## src/rtl/approx_adder_err_monitor.sv

```systemverilog
// Mode-selectable approximate adder with a windowed error-statistics engine.
// Sums register one cycle after in_valid; stats accumulate over WINDOW samples after start.
module approx_adder_err_monitor #(
    parameter int          N           = 8,
    parameter int          CARRY_LIMIT = 4,
    parameter int          WINDOW      = 16,
    parameter logic [15:0] LFSR_SEED   = 16'hACE1,
    localparam int         CW          = $clog2(WINDOW + 1)
) (
    input  logic            clk,
    input  logic            rst_n,
    input  logic            start,
    input  logic [2:0]      mode,
    input  logic            in_valid,
    input  logic [N-1:0]    a,
    input  logic [N-1:0]    b,
    output logic            out_valid,
    output logic [N-1:0]    sum_exact,
    output logic [N-1:0]    sum_approx,
    output logic            busy,
    output logic            done,
    output logic [CW-1:0]   err_count,
    output logic [N+CW-1:0] err_sum,
    output logic [N-1:0]    err_max
);
    localparam int          K    = CARRY_LIMIT;
    localparam int          SEGS = N / K;
    localparam logic [CW-1:0] LAST = CW'(WINDOW - 1);

    typedef enum logic {IDLE, RUN} state_t;

    state_t           state, state_nxt;
    logic             win_last;
    logic [2:0]       mode_lat;
    logic [15:0]      lfsr;
    logic [15:0]      lfsr_nxt;
    logic [CW-1:0]    cnt;

    logic [2:0]       act_mode_p0;
    logic [N-1:0]     exact_p0;
    logic [N-1:0]     approx_p0;
    logic [N-1:0]     dist_p0;

    logic             vld_p1;
    logic [N-1:0]     sum_exact_p1;
    logic [N-1:0]     sum_approx_p1;

    function automatic logic [N-1:0] approx_sum(input logic [2:0] m,
                                                input logic [N-1:0] x,
                                                input logic [N-1:0] y,
                                                input logic keep_carry);
        logic [N-1:0]   r;
        logic [K:0]     lo_full;
        logic [N-K-1:0] hi;
        r       = x + y;
        lo_full = {1'b0, x[K-1:0]} + {1'b0, y[K-1:0]};
        hi      = x[N-1:K] + y[N-1:K];
        case (m)
            3'd1: r = {hi, {K{1'b0}}};
            3'd2: r = {hi, x[K-1:0] | y[K-1:0]};
            3'd3: begin
                // every segment wraps on its own; inter-segment carries are dropped
                for (int s = 0; s < SEGS; s++)
                    r[s*K +: K] = x[s*K +: K] + y[s*K +: K];
            end
            3'd4: r = {hi + (N-K)'(keep_carry & lo_full[K]), lo_full[K-1:0]};
            default: r = x + y;
        endcase
        return r;
    endfunction

    function automatic logic [N-1:0] err_dist(input logic [N-1:0] e,
                                              input logic [N-1:0] p);
        return (e >= p) ? (e - p) : (p - e);
    endfunction

    // 16-bit Fibonacci, taps 16,14,13,11, shifting toward bit 0
    assign lfsr_nxt = {lfsr[0] ^ lfsr[2] ^ lfsr[3] ^ lfsr[5], lfsr[15:1]};

    // ---- stage p0: combinational sums and error distance ----
    assign act_mode_p0 = (state == RUN) ? mode_lat : mode;
    assign exact_p0    = a + b;
    assign approx_p0   = approx_sum(act_mode_p0, a, b, lfsr[0]);
    assign dist_p0     = err_dist(exact_p0, approx_p0);

    always_comb begin
        state_nxt = state;
        win_last  = 1'b0;
        case (state)
            IDLE: if (start) state_nxt = RUN;
            RUN: begin
                if (in_valid && (cnt == LAST)) begin
                    win_last  = 1'b1;
                    state_nxt = IDLE;
                end
            end
            default: state_nxt = IDLE;
        endcase
    end

    // ---- stage p1: registered sums, LFSR, FSM and statistics ----
    always_ff @(posedge clk or negedge rst_n) begin
        if (!rst_n) begin
            state         <= IDLE;
            vld_p1        <= 1'b0;
            sum_exact_p1  <= '0;
            sum_approx_p1 <= '0;
            lfsr          <= LFSR_SEED;
            mode_lat      <= 3'd0;
            cnt           <= '0;
            done          <= 1'b0;
            err_count     <= '0;
            err_sum       <= '0;
            err_max       <= '0;
        end else begin
            state  <= state_nxt;
            vld_p1 <= in_valid;
            done   <= win_last;
            if (in_valid) begin
                sum_exact_p1  <= exact_p0;
                sum_approx_p1 <= approx_p0;
                lfsr          <= lfsr_nxt;
            end
            if ((state == IDLE) && start) begin
                mode_lat  <= mode;
                cnt       <= '0;
                err_count <= '0;
                err_sum   <= '0;
                err_max   <= '0;
            end else if ((state == RUN) && in_valid) begin
                cnt       <= cnt + CW'(1);
                err_count <= err_count + CW'(dist_p0 != '0);
                err_sum   <= err_sum + (N+CW)'(dist_p0);
                if (dist_p0 > err_max)
                    err_max <= dist_p0;
            end
        end
    end

    assign out_valid  = vld_p1;
    assign sum_exact  = sum_exact_p1;
    assign sum_approx = sum_approx_p1;
    assign busy       = (state == RUN);

endmodule

```

## config.mk

```make
export PLATFORM = sky130hd
export DESIGN_NAME = approx_adder_err_monitor
export DESIGN_NICKNAME = d
export VERILOG_FILES = /design/src/rtl/approx_adder_err_monitor.sv
export SDC_FILE = /design/constraint.sdc
export NUM_CORES = 1
export LEC_CHECK = 0
export CAP_MARGIN = 15
export CELL_PAD_IN_SITES_DETAIL_PLACEMENT = 1
export CELL_PAD_IN_SITES_GLOBAL_PLACEMENT = 2
export CORE_MARGIN = 3
export CORE_UTILIZATION = 25
export DETAILED_ROUTE_END_ITERATION = 10
export MAX_ROUTING_LAYER = met4
export PLACE_DENSITY = 0.73
export SETUP_SLACK_MARGIN = 0.1
export SKIP_LAST_GASP = 1
export SLEW_MARGIN = 20
export SYNTH_ARGS = -nofsm -noshare
export SYNTH_HDL_FRONTEND = slang
export SYNTH_SLANG_ARGS = --single-unit
export TNS_END_PERCENT = 20
```

## constraint.sdc

```tcl
create_clock -name clk -period 4.7 [get_ports clk]
set_clock_uncertainty 0.1 [all_clocks]
set_input_delay 1.41 -clock clk [delete_from_list [all_inputs] [get_ports clk]]
set_output_delay 1.41 -clock clk [all_outputs]
set_load 0.005 [all_outputs]
```

== Yosys cells after proc, flatten, opt, wreduce, memory -nomap -nowiden ==
Index checks and enable logic that the tools add are counted.
Widths: inputs -> output; s select.

* Output and inout bits: 45
* Flip-flop bits (word level): 69
* Bits of input ports: 23
* Word-level logic and storage cells: 58

* Equal/unequal tests: 5
* Bitwise gates (word level): 6
* Multiplexer cells: 17
* Add/subtract/negate cells: 10
* $lt $le $gt $ge: 2
* Reductions and logical operators: 7

{| class="wikitable"
|+ Operators with widths
! operator !! count
|-
| $mux 8 || 4
|-
| $pmux 8 s4 || 1
|-
| $mux 13 || 2
|-
| $mux 5 || 4
|-
| $sub 8x8->8 || 2
|-
| $add 13x8->13 || 1
|-
| $add 4x4->4 || 2
|-
| $add 8x8->8 || 1
|-
| $ge 8x8->1 || 1
|-
| $gt 8x8->1 || 1
|-
| $reduce_bool 8->1 || 1
|-
| $eq 3x2->1 const B || 2
|-
| $add 4x4->5 || 1
|-
| $add 5x1->5 || 1
|-
| $add 5x1->5 const B || 1
|-
| $eq 5x4->1 const B || 1
|-
| $add 4x1->4 || 1
|-
| $mux 1 || 4
|-
| $or 4x4->4 || 1
|-
| $reduce_bool 2->1 || 2
|-
| $eq 3x1->1 const B || 1
|-
| $eq 3x3->1 const B || 1
|-
| $logic_and 1x1->1 || 3
|-
| $mux 3 || 1
|-
| 5 further kinds || 7
|}

== Logic depth before layout (Yosys ltp) ==
* Depth after elaboration: 10
* Mapped depth: 27
* Gate-level depth less buffers: 26

== Least setup slack after synthesis ==
Ideal clock, no wire load.

* Kind: input port to flip-flop
* From: input port a[0]
* To: register err_sum[11]
* Required time: 4479 ps
* Cell stages on the path: 23
* Setup slack: -1824 ps
* Setup time: 121 ps
* Buffers on the path: 1
* Data arrival time: 6303 ps
* Cells stage by stage: ha_1 -> fa_1 -> a21o_1 -> a21oi_1 -> nor2b_1 -> ha_1 -> ha_1 -> a222oi_1 -> ha_1 -> buf_4 -> a21oi_1 -> o21ai_2 -> nor2_4 -> mux2i_1 -> inv_1 -> ha_1 -> a21o_1 -> a21o_1 -> a211oi_2 -> nor2_1 -> o41a_1 -> a32oi_1 -> nand2_1

* Cells in the longest elaborated chain, start to end: 9
* Elaborated cells on any way between the ends: 14
* Those cells by class: add/sub: 7; order compare: 1; mux: 4; bitwise: 2

{| class="wikitable"
|+ RTL lines
! element !! line !! text
|-
| start: declaration || 15 || <nowiki>input logic [N-1:0] a,</nowiki>
|-
| $add 4x4->5 || 56 || <nowiki>lo_full = {1'b0, x[K-1:0]} + {1'b0, y[K-1:0]};</nowiki>
|-
| $and 1x1->1 || 66 || <nowiki>3'd4: r = {hi + (N-K)'(keep_carry & lo_full[K]), lo_full[K-1:0]};</nowiki>
|-
| $add 4x1->4 || 66 ||
|-
| $pmux 8 s4 || 58 || <nowiki>case (m)</nowiki>
|-
| $sub 8x8->8 / $ge 8x8->1 (equally long branches) || 74 || <nowiki>return (e >= p) ? (e - p) : (p - e);</nowiki>
|-
| $mux 8 * || 74 ||
|-
| $add 13x8->13 * || 133 || <nowiki>err_sum <= err_sum + (N+CW)'(dist_p0);</nowiki>
|-
| $mux 13 * || 130 || <nowiki>end else if ((state == RUN) && in_valid) begin</nowiki>
|-
| $mux 13 * || 124 || <nowiki>if ((state == IDLE) && start) begin</nowiki>
|-
| end signal: assignment || 133 ||
|-
| end: declaration || 23 || <nowiki>output logic [N+CW-1:0] err_sum,</nowiki>
|}

Mark *: on every way between the ends. The rest lies on a longest branch, timed or not. The select of a mux whose other input is x is not followed.
A chain may end at the register's enable or synchronous reset.

== Worst setup path in the final report ==
* From: input port b[0]
* To: register err_sum[9]

* Cells in the longest elaborated chain, start to end: 9
* Elaborated cells on any way between the ends: 14
* Those cells by class: add/sub: 7; order compare: 1; mux: 4; bitwise: 2

{| class="wikitable"
|+ RTL lines
! element !! line !! text
|-
| start: declaration || 16 || <nowiki>input logic [N-1:0] b,</nowiki>
|-
| $add 4x4->5 || 56 ||
|-
| $and 1x1->1 || 66 ||
|-
| $add 4x1->4 || 66 ||
|-
| $pmux 8 s4 || 58 ||
|-
| $sub 8x8->8 / $ge 8x8->1 (equally long branches) || 74 ||
|-
| $mux 8 * || 74 ||
|-
| $add 13x8->13 * || 133 ||
|-
| $mux 13 * || 130 ||
|-
| $mux 13 * || 124 ||
|}

Marks and branches as above.

==> reports/metrics.cfg <==
[power_and_ir_drop]
p_leak_nw = 3.17
p_per_area_mw_per_mm2 = 759
power.total_mw = 5.23
vdd_drop_max_mv = 0.270

[timing]
rsz0062_at_grt = yes
min_period_over_period_pct = 123
min_period_ns = 5.78
finalHoldViolations = 0
slew_violations = 0
whs_ns = 0.385
tightest_slew_ns = 0.790
fin_ws_ns = -1.08
setup_viol = 25
fmax_mhz = 173
slew_headroom_pct = 47.3

[final_layout]
diodes = 0
fillCellCount = 2037
final_net_count = 707
drive_above_1_share_pct = 35.1
final_cell_area_mm2 = 0.00690
syn_to_final_growth_pct = 47.4

[grt]
grt_pass1_vias = 4481
overflow = 0
grt_pass1_wl_um = 21700
gr-usage-all-layers_pct = 13.6
grt_start_max_net_pins = 44
antenna_found_initial = 0

[worst_setup_path]
rr_endpoint = err_count[4]$_DFFE_PN0P_
ff2ff_setup_slack_ns = 0.11
crit_fanout = 4
crit-reg2reg-launch = busy$_DFF_PN0_
critPathKind = in2reg
crit_path_end_kind = register
worstRegToRegCells = 21
crit_arrival_ns = 5.94
cp.required_ns = 4.86
cp-start-kind = input port

[yosys]
synth_top_area_share_pct = 32.6
synth-seq-cells = 69
yosys_warnings = 0
synth_area_leaders = dfrtp_1 (33%), ha_1 (13%), mux2_2 (6.0%)
syn-cell-area_mm2 = 0.00468
synth_top_cell_by_area = dfrtp_1
synth_cells = 471
ys_seq_area_share_pct = 37.1
synth_cell_type_count = 59
syn_area_per_cell_um2 = 9.93
synth_nets = 547
synthFlopType = dfrtp_1
async_reset_ff_share_pct = 100
synth_enable_flop_cells = 0

[drt]
wl_per_cell_um = 15.4
drt_iter0_drc = 119
drcViolationCount = 0
vias = 3965
ant_nets = 0
drt-total-wl_um = 13300
avgViaCountPerCell = 4.58
dr.pass1.iters = 4

[floorplan]
placementRows = 49
coreArea_mm2 = 0.0181
start_util_pct = 25.8
chipHeight_um = 143
ios = 68
die_w_um = 143
dieArea_mm2 = 0.0204

[clock_network]
numCtsBuffers = 9
hold_buffers = 0
htree_levels = 3
clock_latency_ns = 0.34
path_clk_slew_ns = 0.06
cts_tree = built
clock_sinks = 69
clk_path_buf_depth = 2
cts-root-buf = clkbuf_16

[job]
maxCapViolCount = 0

[placed_design]
globalplace.congestion = 0.795
post_dp_cell_area_mm2 = 0.00624
hpwlAfterDp_um = 10300
pre_cts_ws_ns = -2.08
portBuffers = 67

[outcome]
status = finished with violations
violations = negative setup slack

[min_path]
hold_class = reg2reg
hp-start = cnt[4]$_DFFE_PN0P_
worstHoldEndpoint = cnt[4]$_DFFE_PN0P_
min_delay_path_depth = 2

-- how the worst max path moves through the flow --
| stage | from | to | cells after the start |
|---|---|---|---|
| after detailed placement | a[0] | err_sum[10]$_DFFE_PN0P_ | 26 |
| after global placement | a[0] | err_sum[9]$_DFFE_PN0P_ | 24 |
| after CTS | b[0] | err_sum[9]$_DFFE_PN0P_ | 23 |
| after global routing | b[0] | err_sum[10]$_DFFE_PN0P_ | 26 |
| final | b[0] | err_sum[9]$_DFFE_PN0P_ | 24 |
| after floorplan | a[0] | err_sum[11]$_DFFE_PN0P_ | 23 |
-- flip-flops by register name (all words and copies together), names as in the netlist --
name and cells:
lfsr 16, err_sum 13, err_max 8, sum_approx 8, sum_exact 8, cnt 5
err_count 5, mode_lat 3, busy 1, done 1, out_valid 1
-- metrics by stage --
| stage | TNS, ns | utilization, % | instances |
|---|---|---|---|
| 6_report | -22.47 | 38.0 | 865 |
| 5_1_grt | -29.74 | 38.0 | 865 |
| 4_1_cts | -23.98 | 36.8 | 862 |
| 3_5_place_dp | -45.79 | 34.4 | 839 |
| 3_3_place_gp | -43.45 | 34.4 | 839 |
| 2_1_floorplan | -25.64 | - | 471 |
-- cells in the final DEF, fill, tap and decap left out, types with 3 or more instances in the layout --
| cell | synthesis | final |
|---|---|---|
| dfrtp_1 | 61 | 61 |
| mux2i_2 | 1 | 5 |
| nand3_1 | 5 | 4 |
| o21ai_1 | 1 | 6 |
| mux2i_1 | 18 | 13 |
| a21oi_2 | 4 | 12 |
| a21o_1 | 11 | 11 |
| nor2_1 | 33 | 33 |
| buf_4 | 3 | 100 |
| a21oi_1 | 33 | 24 |
| buf_2 | 4 | 3 |
| nand2b_1 | 3 | 3 |
| nand3b_1 | 3 | 3 |
| fa_1 | 5 | 3 |
| a211oi_2 | 1 | 3 |
| xnor2_2 | 1 | 5 |
| nand2_1 | 33 | 33 |
| a22o_1 | 5 | 5 |
| clkbuf_16 | 0 | 9 |
| ha_1 | 48 | 34 |
| a211oi_1 | 5 | 3 |
| mux2_2 | 25 | 25 |
| dfstp_2 | 8 | 8 |
| o21ai_0 | 25 | 18 |
| ha_2 | 0 | 3 |
| nand4_1 | 7 | 7 |
| dlygate4sd2_1 | 0 | 6 |
| ha_4 | 0 | 11 |
| and3_1 | 5 | 5 |
| inv_1 | 47 | 41 |
| clkdlybuf4s50_1 | 0 | 55 |
| inv_2 | 0 | 6 |
| xnor2_1 | 17 | 13 |
| xor2_1 | 10 | 10 |
| buf_6 | 5 | 3 |
-- routing by layer --
layer | global-route usage, % | share of wire (%) | up-vias
met5 | - | 0 | -
met4 | 4.30 | 1.9 | 0
met3 | 2.61 | 2.8 | 18
met2 | 23.0 | 50 | 63
met1 | 16.4 | 45 | 1936
li1 | - | - | 1948
-- cells by family after synthesis --
logic type	share of synthesized area [%]
AND/OR/NAND/NOR	11.0
buffers and inverters	6.55
multiplexers	10.2
adder cells (fa/ha/maj)	15.0
flip-flops	37.1
AO/OA/AOI/OAI	14.7
XOR/XNOR	5.40
-- power breakdown --
| group | internal (mW) | switching (mW) |
|---|---|---|
| clock | 0.413 | 0.279 |
| sequential | 0.867 | 0.209 |
| combinational | 1.89 | 1.58 |
-- cell usage after synthesis (5+ instances only) --
cell and number:
dfrtp_1 61, ha_1 48, inv_1 47, a21oi_1 33
nand2_1 33, nor2_1 33, mux2_2 25, o21ai_0 25
mux2i_1 18, xnor2_1 17, a21o_1 11, xor2_1 10
dfstp_2 8, nand4_1 7, clkbuf_1 6, a211oi_1 5
a22o_1 5, and3_1 5, buf_6 5, fa_1 5
nand3_1 5
-- cell type report --
cell class | count | area (µm²) | area share [%]
Tap cell | 229 | 287 | 4.15
Clock buffer | 9 | 225 | 3.27
Sequential cell | 69 | 1740 | 25.2
Timing Repair Buffer | 169 | 1430 | 20.7
Clock inverter | 7 | 73.8 | 1.07
Multi-Input combinational cell | 335 | 2970 | 43.1
Inverter | 47 | 176 | 2.56
-- critical path: stages --
cell and delay, ns:
buf_8 0.10, ha_4 0.15, fa_2 0.34, a21o_1 0.18, a21oi_2 0.15, nor2b_1 0.06
ha_2 0.20, ha_4 0.23, a222oi_1 0.32, buf_4 0.20, ha_4 0.21, a21oi_4 0.16
o21ai_4 0.09, nor2_4 0.20, mux2i_4 0.31, inv_2 0.08, ha_4 0.21, a21o_1 0.17
a21o_1 0.19, a211oi_2 0.21, nor2_1 0.08, o41a_1 0.36, nand3_1 0.12, mux2i_1 0.19
-- timing repair --
| action | in CTS | in global routing |
|---|---|---|
| buffers inserted | 8 | 3 |
| pin swaps | 37 | 15 |
| endpoints found under the setup margin | 25 | 25 |
| gates resized for setup | 46 | 35 |
| hold endpoints to repair | 0 | 0 |
Note: power is estimated with default switching activity, not from simulation.
